--- src/rtl/clock_controller_pkg.sv ---
// Shared types, defaults and the rate-divider period helper for the clock controller.
package clock_controller_pkg;

  typedef enum logic [1:0] {
    HALT = 2'd0,
    RUN  = 2'd1,
    STEP = 2'd2
  } state_t;

  localparam int DEFAULT_CLOCK_HZ        = 100_000_000;
  localparam int DEFAULT_DEBOUNCE_CYCLES = 1_000_000;

  // Divider period for a rate select; a period that shifts down to zero
  // is promoted to one so the divider ticks every cycle instead of never.
  function automatic logic [31:0] rate_period(logic [31:0] base, logic [3:0] sel);
    logic [31:0] p;
    p = base >> sel;
    return (p == 32'd0) ? 32'd1 : p;
  endfunction

endpackage

--- src/rtl/clock_controller_button_debouncer.sv ---
// Push-button front end: 2-flop synchronizer, stability debounce and
// rising-edge press pulse. Releases are debounced but produce no pulse.
module button_debouncer
  import clock_controller_pkg::*;
#(
  parameter int DEBOUNCE_CYCLES = DEFAULT_DEBOUNCE_CYCLES
) (
  input  logic clock,
  input  logic reset,
  input  logic button,
  output logic press
);

  localparam logic [31:0] LAST_COUNT = 32'(DEBOUNCE_CYCLES - 1);

  logic        sync_a;
  logic        sync_b;
  logic        level;
  logic        level_q;
  logic [31:0] stable_count;

  // Synchronize the raw button, then accept a new level only after it has
  // disagreed with the current level for DEBOUNCE_CYCLES cycles in a row.
  always_ff @(posedge clock) begin
    if (reset) begin
      sync_a       <= 1'b0;
      sync_b       <= 1'b0;
      level        <= 1'b0;
      level_q      <= 1'b0;
      stable_count <= '0;
    end else begin
      sync_a  <= button;
      sync_b  <= sync_a;
      level_q <= level;
      if (sync_b == level) begin
        stable_count <= '0;
      end else if (stable_count == LAST_COUNT) begin
        level        <= sync_b;
        stable_count <= '0;
      end else begin
        stable_count <= stable_count + 32'd1;
      end
    end
  end

  // Both terms are flops, so the pulse is clean and lasts exactly one cycle.
  assign press = level & ~level_q;

endmodule

--- src/rtl/clock_controller.sv ---
// Single-step / free-run CPU clock-enable generator with debounced button.
//
//   state | meaning
//   HALT  | idle; a press enters RUN (MODE=1) or STEP (MODE=0) unless HALT_REQ
//   RUN   | CPU_CLOCK_EN follows the rate-divider tick; press or HALT_REQ stops
//   STEP  | one cycle with CPU_CLOCK_EN high, then back to HALT
module clock_controller
  import clock_controller_pkg::*;
#(
  parameter int CLOCK_HZ        = DEFAULT_CLOCK_HZ,
  parameter int DEBOUNCE_CYCLES = DEFAULT_DEBOUNCE_CYCLES
) (
  input  logic        CLOCK,
  input  logic        RESET,
  input  logic        BUTTON,
  input  logic        MODE,
  input  logic [3:0]  SWITCH,
  input  logic        HALT_REQ,
  output logic        CPU_CLOCK_EN,
  output logic        RUNNING,
  output logic        SLOW_CLOCK,
  output logic [15:0] STEP_COUNT
);

  state_t      state;
  logic [31:0] div_count;
  logic [31:0] period;
  logic        press;
  logic        tick;

  button_debouncer #(
    .DEBOUNCE_CYCLES(DEBOUNCE_CYCLES)
  ) u_debouncer (
    .clock (CLOCK),
    .reset (RESET),
    .button(BUTTON),
    .press (press)
  );

  // Period follows SWITCH every cycle; the >= compare lets a shortened
  // period fire immediately when the count already sits past its end.
  assign period = rate_period(32'(CLOCK_HZ), SWITCH);
  assign tick   = (state == RUN) && (div_count >= period - 32'd1);

  // Mode sequencing and the divider count, which only advances in RUN.
  always_ff @(posedge CLOCK) begin
    if (RESET) begin
      state     <= HALT;
      div_count <= '0;
    end else begin
      case (state)
        HALT: begin
          div_count <= '0;
          if (press && !HALT_REQ) begin
            state <= MODE ? RUN : STEP;
          end
        end
        RUN: begin
          if (press || HALT_REQ) begin
            state     <= HALT;
            div_count <= '0;
          end else if (tick) begin
            div_count <= '0;
          end else begin
            div_count <= div_count + 32'd1;
          end
        end
        STEP: begin
          state     <= HALT;
          div_count <= '0;
        end
        default: begin
          state     <= HALT;
          div_count <= '0;
        end
      endcase
    end
  end

  // Running total of issued CPU steps; wraps naturally at 16 bits.
  always_ff @(posedge CLOCK) begin
    if (RESET) begin
      STEP_COUNT <= '0;
    end else if (CPU_CLOCK_EN) begin
      STEP_COUNT <= STEP_COUNT + 16'd1;
    end
  end

  assign CPU_CLOCK_EN = (state == STEP) || tick;
  assign RUNNING      = (state == RUN);
  assign SLOW_CLOCK   = (state == RUN) && (div_count >= (period >> 1));

endmodule

--- config.mk ---
export PLATFORM = sky130hd
export DESIGN_NAME = clock_controller
export DESIGN_NICKNAME = d
export VERILOG_FILES = /design/src/rtl/clock_controller_pkg.sv /design/src/rtl/clock_controller_button_debouncer.sv /design/src/rtl/clock_controller.sv
export SDC_FILE = /design/constraint.sdc
export NUM_CORES = 1
export LEC_CHECK = 0
export CAP_MARGIN = 20
export CORE_MARGIN = 3
export CORE_UTILIZATION = 26
export DETAILED_ROUTE_END_ITERATION = 8
export PLACE_DENSITY = 0.52
export SLEW_MARGIN = 20
export SYNTH_ARGS = -nofsm -noshare
export SYNTH_HDL_FRONTEND = slang
export SYNTH_SLANG_ARGS = --single-unit
export TNS_END_PERCENT = 50
--- constraint.sdc ---
create_clock -name CLOCK -period 13 [get_ports CLOCK]
set_input_delay 3.9 -clock CLOCK [delete_from_list [all_inputs] [get_ports CLOCK]]
set_output_delay 3.9 -clock CLOCK [all_outputs]
set_load 0.05 [all_outputs]
==> results summary, run 1 <==
The endpoint kind of the worst setup timing path is a primary output. By area the synthesized netlist is led by dfxtp_1, ha_1, xor2_1. The count of buffers added by post-CTS timing repair for setup is 0. The number of maximum-capacitance constraint violations is 0. The first-pass GRT wire length came out at 21200 um. The portion of the clock cycle consumed by the worst path in the final layout came out at 92.3%. Per report_power, the sequential group accounts for 45.3% of the total. Among all cell types in the netlist, the one instantiated most often is nor2_1. The number of sinks driven by the clock tree came out at 86.

The endpoint required time on the critical path came out at 9100 ps. The worst reg-to-reg setup slack came out at 9860 ps. The least setup slack across all paths after layout came out at 997 ps.

The top-area cell type share of the netlist area is 31.6%. The maximum operating frequency is 0.0833 GHz. The hold-fix buffer count after cts came out at 0. The tightest slew margin relative to the limit is 49.9%.

The sequential share of the synthesized area came out at 31.6%. The initial antenna violation count was 1. The critical path starts at SWITCH[3].

The number of buffers between clock root and the deepest sink is 2. The net count of the finished layout came out at 764. The cell type with the highest aggregate area in the netlist is dfxtp_1. The overall die height is 151 um. The cell count of the worst hold path came out at 1. The endpoint of the worst register-to-register path is STEP_COUNT[5]. The number of synthesized register bits is 86. The data arrival time of the critical path is 8100 ps. The number of clock buffers inserted by TritonCTS is 9. The detailed router placed 4512 vias in this run. The flow ran to the end, and the final reports show no timing, DRC or antenna violations. The internal cell power came out at 0.448 mW. The worst-case vdd ir drop came out at 0.0528 mV. The die outline width is 151 um. In this run the remaining antenna-violating nets after routing total 0. The HPWL reported at the end of detailed placement came out at 9380 um. The die covers 22700 um^2. The most used flip-flop cell after synthesis is dfxtp_1. For this block, the initial DRC count from the detailed router was 232. By count the netlist is led by nor2_1, dfxtp_1, ha_1. The share of total power dissipated in the clock network is 47.1%.

The core region is 20400 um^2. The remaining global-route overflow came out at 0. The footprint of the flip-flops and latches is 1720 um^2.

The net switching component of the power came out at 0.134 mW. The capturing element of the worst setup path is CPU_CLOCK_EN. The cell count after synthesis came out at 670. Dividing the synthesized area by the synthesized cell count gives 8.13 um^2. The vias per cell came out at 4.67.

For this run, the detailed router's first-pass iteration total came to 4. The pre-CTS worst setup slack came out at 1010 ps. The number of instances resized during post-cts repair is 0. The ratio of cells with drive above 1 in the final layout came out at 4.45%. The transition time at the pin with the least slew margin came out at 745 ps. The count of port buffers added during placement is 27. The time the final worst path needs with I/O delays and setup is 12000 ps.

The clock arrives with 8.62 ps of skew. From synthesis to final layout, the design area changed by 15.8%. The cell sitting at the root of the clock tree is a clkbuf_16. The number of enable-type register cells in the synthesized netlist is 0.

The number of cells on the worst reg-to-reg path came out at 9. The net switching share of the total power came out at 23.0%. STA classifies the critical path startpoint as an input pin. The pin count of the biggest net entering global routing is 33. The number of fill cells in the layout came out at 2215.

The final antenna diode count is 0. The overall fraction of global-route tracks in use is 11.5%. The detail-routed net length per standard cell came out at 13.1 um. Once the floorplan was initialized, standard cells occupied 26.7% of the core.

The insertion delay of the later-clocked pin in the worst-skew pair is 340 ps. Of all nets on the critical path, the largest fanout is 21. The number of endpoints with negative hold slack in the final report came out at 0. Setup repair after global routing left no endpoint under its margin. The DRC violation count after routing is 0. The final setup TNS came out at 0 ps. After floorplanning, the core was divided into 52 placement rows. TritonCTS built the clock tree.

The weighted congestion reported at the end of routability-driven placement is 0.865. The cell area after synthesis came out at 5450 um^2. The max-slew violation count came out at 0. Setup violations remaining at the end of the flow were counted as 0. The path class of the tightest hold or removal check is register to register. The worst flop-to-flop path startpoint is div_count[15]. The category of the critical setup timing path is input pin to primary output. During I/O placement, the number of pins put on the boundary was 28. The number of distinct library cell variants in the gate-level netlist after synthesis is 50. The routed wire length came out at 12600 um. In this run the number of H-tree levels came out at 3. Power spread over the standard cell area amounts to 92.3 nW/um^2. The fraction of registers with async set or reset after synthesis is 0%. The multi-input logic area came out at 3580 um^2.

The number of warning messages in the yosys log came out at 0. The clock-pin slew reported for the worst setup and hold paths after clock tree synthesis came out at 70 ps. The via count of the first global-routing pass came out at 4160. The analysis attributes to cell leakage a power of 2.46 nW. Per report_power, the combinational group accounts for 7.6% of the total.
[cell type report]
cell class	instances	area share, %
multi-input combinational	551	56.7
sequential	86	27.3
tap	270	5.36
timing repair buffer	33	5.00
clock buffer	9	3.57
clock inverter	5	1.35
inverter	12	0.714
[logic make-up (layout without fill, tap and decap cells)]
kind of cell,Yosys count,count (layout),share of synthesized area (%)
AOI/OAI and AO/OA,110,110,12.2
xor gates and xnor gates,68,68,10.9
and+or+nand+nor,301,301,26.9
other,1,5,0.0689
DFF,86,86,31.6
adders and majority gates,62,62,14.2
buffers and inverters,37,59,3.01
muxes,5,5,0.988
[power groups by stage]
stage	Sequential [mW]	Combinational [mW]	Clock (mW)
after floorplan	0.270	0.0321	0
after global placement	0.270	0.0440	0
after detailed placement	0.270	0.0439	0
after CTS	0.264	0.0442	0.287
after global routing	0.264	0.0505	0.296
final	0.264	0.0443	0.274
[per-stage QoR]
step                      util [%]  area (um^2)  std cells  hold WS, ps  power (mW)
after floorplan                  -         5460        674          414       0.302
after global placement        29.3         6000        952          426       0.314
after detailed placement      29.3         6000        952          426       0.314
after CTS                     30.9         6310        966          443       0.595
after global routing          30.9         6310        966          459       0.610
final                         30.9         6310        966          443       0.582
[how the worst min path moves through the flow]
| stage | startpoint | to |
|---|---|---|
| floorplan | u_debouncer.sync_a | u_debouncer.sync_b |
| global placement | u_debouncer.sync_a | u_debouncer.sync_b |
| detailed placement | u_debouncer.sync_a | u_debouncer.sync_b |
| CTS | u_debouncer.sync_a | u_debouncer.sync_b |
| global route | u_debouncer.sync_a | u_debouncer.sync_b |
| finish | u_debouncer.sync_a | u_debouncer.sync_b |
[layer usage]
metal / wire length [um] / global-route usage [%] / vias up
met5: 13 / 0 / -
met4: 140 / 2.77 / 2
met3: 367 / 2.65 / 9
met2: 5440 / 17.2 / 42
met1: 6650 / 16.6 / 2047
li1: - / - / 2412
[registers in the layout (all words and copies together), names as in the netlist]
register,cells
STEP_COUNT,16
div_count,32
state,2
u_debouncer.level,1
u_debouncer.level_q,1
u_debouncer.stable_count,32
u_debouncer.sync_a,1
u_debouncer.sync_b,1
[critical path: stages]
cell and delay (ps):
clkdlybuf4s50_1 880, a21oi_1 110, nand2b_1 240, ha_1 320, nor2_1 130, nor2_1 50, nor2_1 110, nor2_1 50
ha_1 260, nand2_1 40, or3_1 330, o41ai_1 410, o211a_1 280, o21ai_2 100, inv_1 70, clkdlybuf4s50_1 800
[layout by cell type (no fill, tap or decap), drive strengths merged, types with 7 or more instances in the layout]
cell type	Yosys	final
o21ai	32	32
nand3	33	33
inv	12	13
nor2	106	106
or3	13	13
clkbuf	22	9
nor4	10	10
clkdlybuf4s50	0	27
xor2	48	48
dfxtp	86	86
nor2b	11	11
nand2b	7	7
nand2	57	57
nand4	25	25
a21oi	37	37
ha	62	62
and3	12	12
a21o	13	13
xnor2	20	20
or4	7	7
Power figures use the tool's default switching activity.
==> run 2: changes to the inputs <==
Settings changed: CTS_CLUSTER_DIAMETER from default to 80, HOLD_SLACK_MARGIN from default to 0.1, SKIP_CTS_REPAIR_TIMING from default to 1.
==> results of run 2 <==
No change in the layout: final DEF, timing and power equal those of run 1.
